--- config.mk ---
export PLATFORM = sky130hd
export DESIGN_NAME = step_controller
export DESIGN_NICKNAME = d
export VERILOG_FILES = /design/src/rtl/step_controller.sv
export SDC_FILE = /design/constraint.sdc
export NUM_CORES = 1
export LEC_CHECK = 0
export BUFFER_PORTS_ARGS = -buffer_cell sky130_fd_sc_hd__buf_4
export CORE_MARGIN = 4
export CORE_UTILIZATION = 55
export DETAILED_ROUTE_END_ITERATION = 10
export PLACE_DENSITY = 0.79
export SYNTH_ARGS = -nofsm -noshare
export SYNTH_HDL_FRONTEND = slang
export SYNTH_SLANG_ARGS = --single-unit
--- constraint.sdc ---
create_clock -name clock -period 4.24 [get_ports clock]
set_input_delay 1.272 -clock clock [delete_from_list [all_inputs] [get_ports clock]]
set_output_delay 1.272 -clock clock [all_outputs]
set_load 0.05 [all_outputs]
--- src/rtl/step_controller.sv ---
// step_controller
//   Turns the timer's square wave into single-cycle step pulses for the
//   processor core. The board RUN and STEP buttons are debounced and drive
//   a RUN / PAUSE / single-STEP state machine that gates the pulses. A
//   free-running counter records how many steps were issued.
//
// Parameters
//   DEBOUNCE_CYCLES  cycles a synced button level must stay stable (>= 1)
//   COUNT_WIDTH      width of step_count
//
// Ports
//   clock       in   system clock, all logic on posedge
//   reset       in   asynchronous active-high reset, clears all state
//   toggled     in   square wave from timer (same clock domain)
//   run_btn_n   in   raw RUN button, active-low, asynchronous
//   step_btn_n  in   raw STEP button, active-low, asynchronous
//   step        out  one-cycle registered step pulse to the core
//   running     out  high while in RUNNING
//   step_count  out  number of step pulses issued, wraps
module step_controller #(
    parameter int unsigned DEBOUNCE_CYCLES = 270_000,
    parameter int unsigned COUNT_WIDTH     = 16
) (
    input  logic                   clock,
    input  logic                   reset,
    input  logic                   toggled,
    input  logic                   run_btn_n,
    input  logic                   step_btn_n,
    output logic                   step,
    output logic                   running,
    output logic [COUNT_WIDTH-1:0] step_count
);

    localparam int unsigned     DB_W    = $clog2(DEBOUNCE_CYCLES + 1);
    localparam logic [DB_W-1:0] DB_LAST = DB_W'(DEBOUNCE_CYCLES - 1);

    typedef enum logic [1:0] {
        PAUSED,
        RUNNING,
        STEP_WAIT
    } state_t;

    state_t                 state_q,       state_d;
    logic                   primed_q,      primed_d;
    logic                   tog_prev_q,    tog_prev_d;
    logic                   run_sync1_q,   run_sync1_d;
    logic                   run_sync2_q,   run_sync2_d;
    logic                   run_stable_q,  run_stable_d;
    logic [DB_W-1:0]        run_cnt_q,     run_cnt_d;
    logic                   step_sync1_q,  step_sync1_d;
    logic                   step_sync2_q,  step_sync2_d;
    logic                   step_stable_q, step_stable_d;
    logic [DB_W-1:0]        step_cnt_q,    step_cnt_d;
    logic                   step_q,        step_d;
    logic [COUNT_WIDTH-1:0] count_q,       count_d;

    logic tick;
    logic run_press;
    logic step_press;
    logic pulse;

    always_comb begin
        // primed stays low for the first cycle after reset release so that
        // a toggled already high at release is not seen as a rising edge
        primed_d   = 1'b1;
        tog_prev_d = toggled;
        tick       = primed_q & toggled & ~tog_prev_q;

        run_sync1_d  = run_btn_n;
        run_sync2_d  = run_sync1_q;
        run_stable_d = run_stable_q;
        run_cnt_d    = '0;
        if (run_sync2_q != run_stable_q) begin
            if (run_cnt_q == DB_LAST) begin
                run_stable_d = run_sync2_q;
            end else begin
                run_cnt_d = run_cnt_q + 1'b1;
            end
        end
        run_press = run_stable_q & ~run_stable_d;

        step_sync1_d  = step_btn_n;
        step_sync2_d  = step_sync1_q;
        step_stable_d = step_stable_q;
        step_cnt_d    = '0;
        if (step_sync2_q != step_stable_q) begin
            if (step_cnt_q == DB_LAST) begin
                step_stable_d = step_sync2_q;
            end else begin
                step_cnt_d = step_cnt_q + 1'b1;
            end
        end
        step_press = step_stable_q & ~step_stable_d;

        // run_press has priority over everything else in every state
        state_d = state_q;
        pulse   = 1'b0;
        case (state_q)
            PAUSED: begin
                if (run_press) begin
                    state_d = RUNNING;
                end else if (step_press) begin
                    state_d = STEP_WAIT;
                end
            end
            RUNNING: begin
                if (run_press) begin
                    state_d = PAUSED;
                end else begin
                    pulse = tick;
                end
            end
            STEP_WAIT: begin
                if (run_press) begin
                    state_d = RUNNING;
                    pulse   = tick;
                end else if (tick) begin
                    pulse   = 1'b1;
                    state_d = PAUSED;
                end
            end
            default: state_d = PAUSED;
        endcase

        step_d  = pulse;
        count_d = count_q + COUNT_WIDTH'(pulse);
    end

    always_ff @(posedge clock or posedge reset) begin
        if (reset) begin
            state_q       <= PAUSED;
            primed_q      <= 1'b0;
            tog_prev_q    <= 1'b0;
            run_sync1_q   <= 1'b1;
            run_sync2_q   <= 1'b1;
            run_stable_q  <= 1'b1;
            run_cnt_q     <= '0;
            step_sync1_q  <= 1'b1;
            step_sync2_q  <= 1'b1;
            step_stable_q <= 1'b1;
            step_cnt_q    <= '0;
            step_q        <= 1'b0;
            count_q       <= '0;
        end else begin
            state_q       <= state_d;
            primed_q      <= primed_d;
            tog_prev_q    <= tog_prev_d;
            run_sync1_q   <= run_sync1_d;
            run_sync2_q   <= run_sync2_d;
            run_stable_q  <= run_stable_d;
            run_cnt_q     <= run_cnt_d;
            step_sync1_q  <= step_sync1_d;
            step_sync2_q  <= step_sync2_d;
            step_stable_q <= step_stable_d;
            step_cnt_q    <= step_cnt_d;
            step_q        <= step_d;
            count_q       <= count_d;
        end
    end

    assign step       = step_q;
    assign running    = (state_q == RUNNING);
    assign step_count = count_q;

endmodule

# [Yosys cells after proc, flatten, opt, wreduce, memory -nomap -nowiden]
# Cells that the tools add are included.
[classes] reduce_logical=2 add_sub_neg=3 n_bitwise=7 n_eq_ne=9 mux=18
[ops] op="$mux 19" n=4
[ops] op="$add 19x1->19 const B" n=2
[ops] op="$eq 19x19->1 const B" n=2
[ops] op="$add 16x1->16" n=1
[ops] op="$mux 2" n=5
[ops] op="$mux 1" n=7
[ops] op="$ne 3x3->1 const B" n=2
[ops] op="$pmux 2 s3" n=1
[ops] op="$and 1x1->1" n=4
[ops] op="$not 1->1" n=3
[ops] op="$reduce_and 3->1" n=1
[ops] op="$eq 2x1->1 const B" n=1
[ops] op="$eq 2x2->1 const B" n=1
[ops] op="$logic_not 2->1" n=1
[ops] op="$ne 1x1->1" n=2
[ops] op="$ne 2x1->1 const B" n=1
[ops] op="$pmux 1 s2" n=1
[totals] ff_bits=65 inputBits=5

# [Logic depth before layout (Yosys ltp)]
[logic_depth] depth_word=8 mapped_depth=10 ltp_nobuf=10

# [Least setup slack after synthesis]
# No wires, ideal clock.
[synth_timing] kind="input -> register" start="in toggled" end="reg count_q[8] (netlist: step_count[8])" path_slack_ns=1.554 arrival_time_ns=2.545 path_stages=7 path_buffers=0 setup_ns=0.141 t_required_ns=4.099 path_cell_list="nand3b_1 a211oi_1 ha_1 ha_1 and2_1 nand4_1 xnor2_1"
[synth_between] elab_chain_cells=6 word_cells_on_any_way=7 classes_between="add/sub: 1; mux: 4; bitwise: 2"
[synth_rtl] item="start, declared" line_no="26" source="input logic toggled,"
[synth_rtl] item="$and 1x1->1 (*) (2 in a row)" line_no="67" source="tick = primed_q & toggled & ~tog_prev_q;"
[synth_rtl] item="$mux 1" line_no="117" source="end else if (tick) begin"
[synth_rtl] item="$mux 1" line_no="114" source="if (run_press) begin"
[synth_rtl] item="$pmux 1 s2 (*)" line_no="98" source="case (state_q)"
[synth_rtl] item="via pulse" line_no="60" source="logic pulse;"
[synth_rtl] item="$add 16x1->16 (*)" line_no="126" source="count_d = count_q + COUNT_WIDTH'(pulse);"
[synth_rtl] item="via count_d[8]" line_no="55" source="logic [COUNT_WIDTH-1:0] count_q, count_d;"
[synth_rtl] item="end signal, assigned" line_no="157" source="count_q <= count_d;"
[synth_rtl] item="end, declared" line_no="55"
# Mark *: on every way through the listed nets, which the timed path passes. The rest lies on a longest branch.
# A chain may end at the register's enable or synchronous reset.

# [Final worst setup path]
[layout_timing] start="reg run_cnt_q[0]" end="reg count_q[14] (netlist: step_count[14])"
[layout_between] elab_chain_cells=8 word_cells_on_any_way=9 classes_between="add/sub: 1; eq/ne: 1; mux: 5; bitwise: 2"
[layout_rtl] item="start, declared" line_no="49" source="logic [DB_W-1:0] run_cnt_q, run_cnt_d;"
[layout_rtl] item="start signal, assigned" line_no="151" source="run_cnt_q <= run_cnt_d;"
[layout_rtl] item="$eq 19x19->1 (*)" line_no="74" source="if (run_cnt_q == DB_LAST) begin"
[layout_rtl] item="$mux 1 (*)" line_no="74"
[layout_rtl] item="$mux 1 (*)" line_no="73" source="if (run_sync2_q != run_stable_q) begin"
[layout_rtl] item="$not 1->1 (*)" line_no="80" source="run_press = run_stable_q & ~run_stable_d;"
[layout_rtl] item="$and 1x1->1 (*)" line_no="80"
[layout_rtl] item="$mux 1 (on tied branches)" line_no="114, 107"
[layout_rtl] item="$pmux 1 s2 (*)" line_no="98"
[layout_rtl] item="via pulse" line_no="60"
[layout_rtl] item="$add 16x1->16 (*)" line_no="126"
[layout_rtl] item="via count_d[14]" line_no="55"
# Marked as above.

==> results.py <==
metrics = {
    "detailed_routing": {
        "route.vias.total": 2233,
        "drc": 0,
        "drt_first_pass_iters": 4,
        "wirelength_um": 5910,
        "postRouteAntennaNets": 0,
        "drtIter0Drc": 138,
        "wl_per_cell_um": 15.0,
        "detail_route.vias_per_cell": 5.65,
    },
    "floorplan": {
        "pin_count": 23,
        "row_count": 26,
        "die_h_um": 82.9,
        "dieWidth_um": 82.9,
        "die_area_mm2": 0.00687,
        "initial_core_util": 0.585,
        "core_area_mm2": 0.00527,
    },
    "place": {
        "placed_cell_area_mm2": 0.00333,
        "dp_cells": 379,
        "routabilityCongestion": 0.761,
        "dp_hpwl_um": 4080,
        "port-buffer-count": 22,
    },
    "clocking": {
        "clkLatencyLatePin_ns": 0.34,
        "htree_levels": 3,
        "cts_setup_buffers": 0,
        "clk_pin_slew_worst_paths_ns": 0.08,
        "cts_buffer_depth": 2,
        "clock-sinks": 65,
        "cts_inserted_buffers": 9,
        "postCtsHoldBufs": 0,
        "cts_root_buf": "clkbuf_8",
        "cts_tree": "built",
        "ctsResizeCount": 0,
    },
    "grt": {
        "grt_overflow": 0,
        "grtUsageTotal": 0.189,
        "first_global_vias": 2269,
        "grt_antenna_before_repair": 0,
        "grt_pass1_wl_um": 10500,
        "grt_max_degree": 49,
    },
    "yosys": {
        "synth_warnings": 0,
        "synth.area.mux_share": 0.00731,
        "synth_top_family_by_area": "simple AND/OR/NAND/NOR gates",
        "avgSynthCellArea_um2": 10.7,
        "ys_seq_area_frac": 0.530,
        "synthXorXnorAreaFrac": 0.111,
        "synth_edf_count": 0,
        "synthAdderAreaFrac": 0.0325,
        "synthArstFlopShare": 1.00,
        "synth_flop_cell": "dfrtp_1",
        "synth_compound_area_frac": 0.0613,
        "syn-instance-count": 288,
        "yosysUniqueCellTypes": 44,
        "synth-seq-cells": 65,
        "synthSimpleGateAreaFrac": 0.240,
        "synth_nets": 301,
        "netlist_area_mm2": 0.00308,
    },
    "final_layout": {
        "final_cell_mix": "59 x dfrtp_1, 34 x nor2_1, 29 x xnor2_1, 23 x buf_4, 17 x nand3_1",
        "fin_cells": 395,
        "nets": 333,
        "final_common_cell": "dfrtp_1",
        "final_area_mm2": 0.00354,
        "antenna_cells": 0,
        "syn_to_final_growth_pct": 14.7,
        "drive_gt1_frac": 0.182,
    },
    "setup_path": {
        "worst_ep_required_time_ns": 4.47,
        "critPathMaxFanout": 5,
        "cp-endpoint": "step_count[14]$_DFF_PP0_",
        "ff2ff_path_depth": 10,
        "cp.arrival_ns": 2.94,
        "path_depth": 10,
        "critPathSlowestCell": "dfrtp_1",
        "cp_common_cell": "ha_1",
        "cp_num_buf_inv": 0,
        "cpPeakStageDelay_ns": 0.42,
        "rrSetupSlack_ns": 1.54,
        "cp-startpoint": "run_cnt_q[0]$_DFF_PP0_",
        "crit_path_start_kind": "flip-flop",
        "crit_path_cell_trace": "ha_1 -> and4_2 -> nand4b_1 -> o21ai_0 -> a211oi_1 -> ha_1 -> ha_1 -> and2_1 -> nand4_1 -> xnor2_1",
        "rr_startpoint": "run_cnt_q[0]$_DFF_PP0_",
        "crit_path_end_kind": "flip-flop",
        "r2r_end": "step_count[14]$_DFF_PP0_",
        "critical-path-top-delay-family": "simple AND/OR/NAND/NOR gates",
        "path_class": "reg -> reg",
    },
    "timing": {
        "fin_crit_sh": 0.638,
        "tightestPinTransition_ns": 0.779,
        "setup_viol": 0,
        "period_minus_slack_ns": 2.70,
        "slew_headroom": 0.480,
        "maxSlewViolCount": 0,
        "hold_viol_final": 0,
        "tns_ns": 0,
        "max_freq_mhz": 370,
        "grt_setup_unrepaired": "false",
        "skew_ns": 0.0108,
    },
    "status": {
        "status": "complete, no violations",
    },
    "power": {
        "leakage_uw": 0.00150,
        "ir_drop_v": 0.000224,
        "power.density_mw_per_mm2": 339,
    },
    "worst_hold_path": {
        "hold_class": "reg -> reg",
        "min_from": "step_sync1_q$_DFF_PP1_",
    },
    "run": {
        "cap_violations": 0,
    },
}
==> per-layer routing <==
layer  GRT usage  routed length, µm  up-vias
met5           0                  0        -
met2       0.312               2900       52
li1            -                  -     1084
met1       0.233               2650     1090
met4      0.0624                 92        0
met3      0.0653                264        7
==> registers in the layout, summed over array words and instances (netlist names), 2 cells and up <==
| register | count |
|---|---|
| step_cnt_q | 19 |
| run_cnt_q | 19 |
| state_q | 2 |
| step_count | 16 |
==> kinds of logic (layout without fill, tap and decap cells) <==
kind of cell / count (synthesis) / in the layout
and+or+nand+nor: 130 / 130
DFF: 65 / 65
xor gates and xnor gates: 39 / 39
AOI/OAI and AO/OA: 30 / 30
buffers and inverters: 13 / 50
adders and majority gates: 8 / 8
muxes: 2 / 2
other: 1 / 1
==> stage by stage <==
stage,hold slack (ns),power (µW),worst slack (ns),util
after detailed placement,0.349,680,1.29,0.632
after floorplan,0.345,669,1.35,-
final,0.366,1200,1.54,0.671
after global routing,0.368,1250,1.24,0.671
after CTS,0.366,1210,1.48,0.671
after global placement,0.346,679,1.41,0.632
==> worst min-delay path by stage <==
stage | end | slack, ns | cells past startpoint
3_5_place_dp | run_sync2_q$_DFF_PP1_ | 0.35 | 0
2_1_floorplan | run_sync2_q$_DFF_PP1_ | 0.35 | 0
5_1_grt | step_sync2_q$_DFF_PP1_ | 0.37 | 0
6_report | step_sync2_q$_DFF_PP1_ | 0.37 | 0
3_3_place_gp | step_sync2_q$_DFF_PP1_ | 0.35 | 0
4_1_cts | run_sync2_q$_DFF_PP1_ | 0.37 | 0
==> synth_stat cells, types with 2 or more instances <==
cell	instances	area, µm²
dfrtp_1	59	1480
nor2_1	34	128
xnor2_1	29	254
nand3_1	17	85.1
nand2_1	14	52.6
nand4_1	11	68.8
a21oi_1	10	50.1
inv_1	10	37.5
o21ai_0	10	50.1
or3_1	10	62.6
xor2_1	10	87.6
nor4_1	9	56.3
ha_1	8	100
dfstp_2	6	158
and4_1	5	43.8
nor3_1	5	25.0
and3_1	4	25.0
and2_1	3	18.8
nor4b_1	3	26.3
buf_2	2	10.0
mux2_2	2	22.5
nand3_2	2	20.0
nand4b_1	2	17.5
o21ai_2	2	17.5
or4_4	2	22.5
==> where the power goes <==
| part | internal [µW] | leakage (µW) | total [µW] | switching (µW) |
|---|---|---|---|---|
| Clock | 288 | 0.0000949 | 533 | 245 |
| Combinational | 8.87 | 0.000529 | 31.2 | 22.4 |
| Sequential | 629 | 0.000878 | 635 | 6.46 |
| Total | 926 | 0.00150 | 1200 | 274 |
==> cell type report <==
class                   instances  area [µm²]
repair buffers                 23         173
clock buffers                  10         138
well taps                      70        87.6
clock inverters                 6        66.3
multi-input cells             210        1400
inverters                      11        41.3
fillers                       407        1730
flip-flops and latches         65        1630
(Power assumes the default switching activity.)
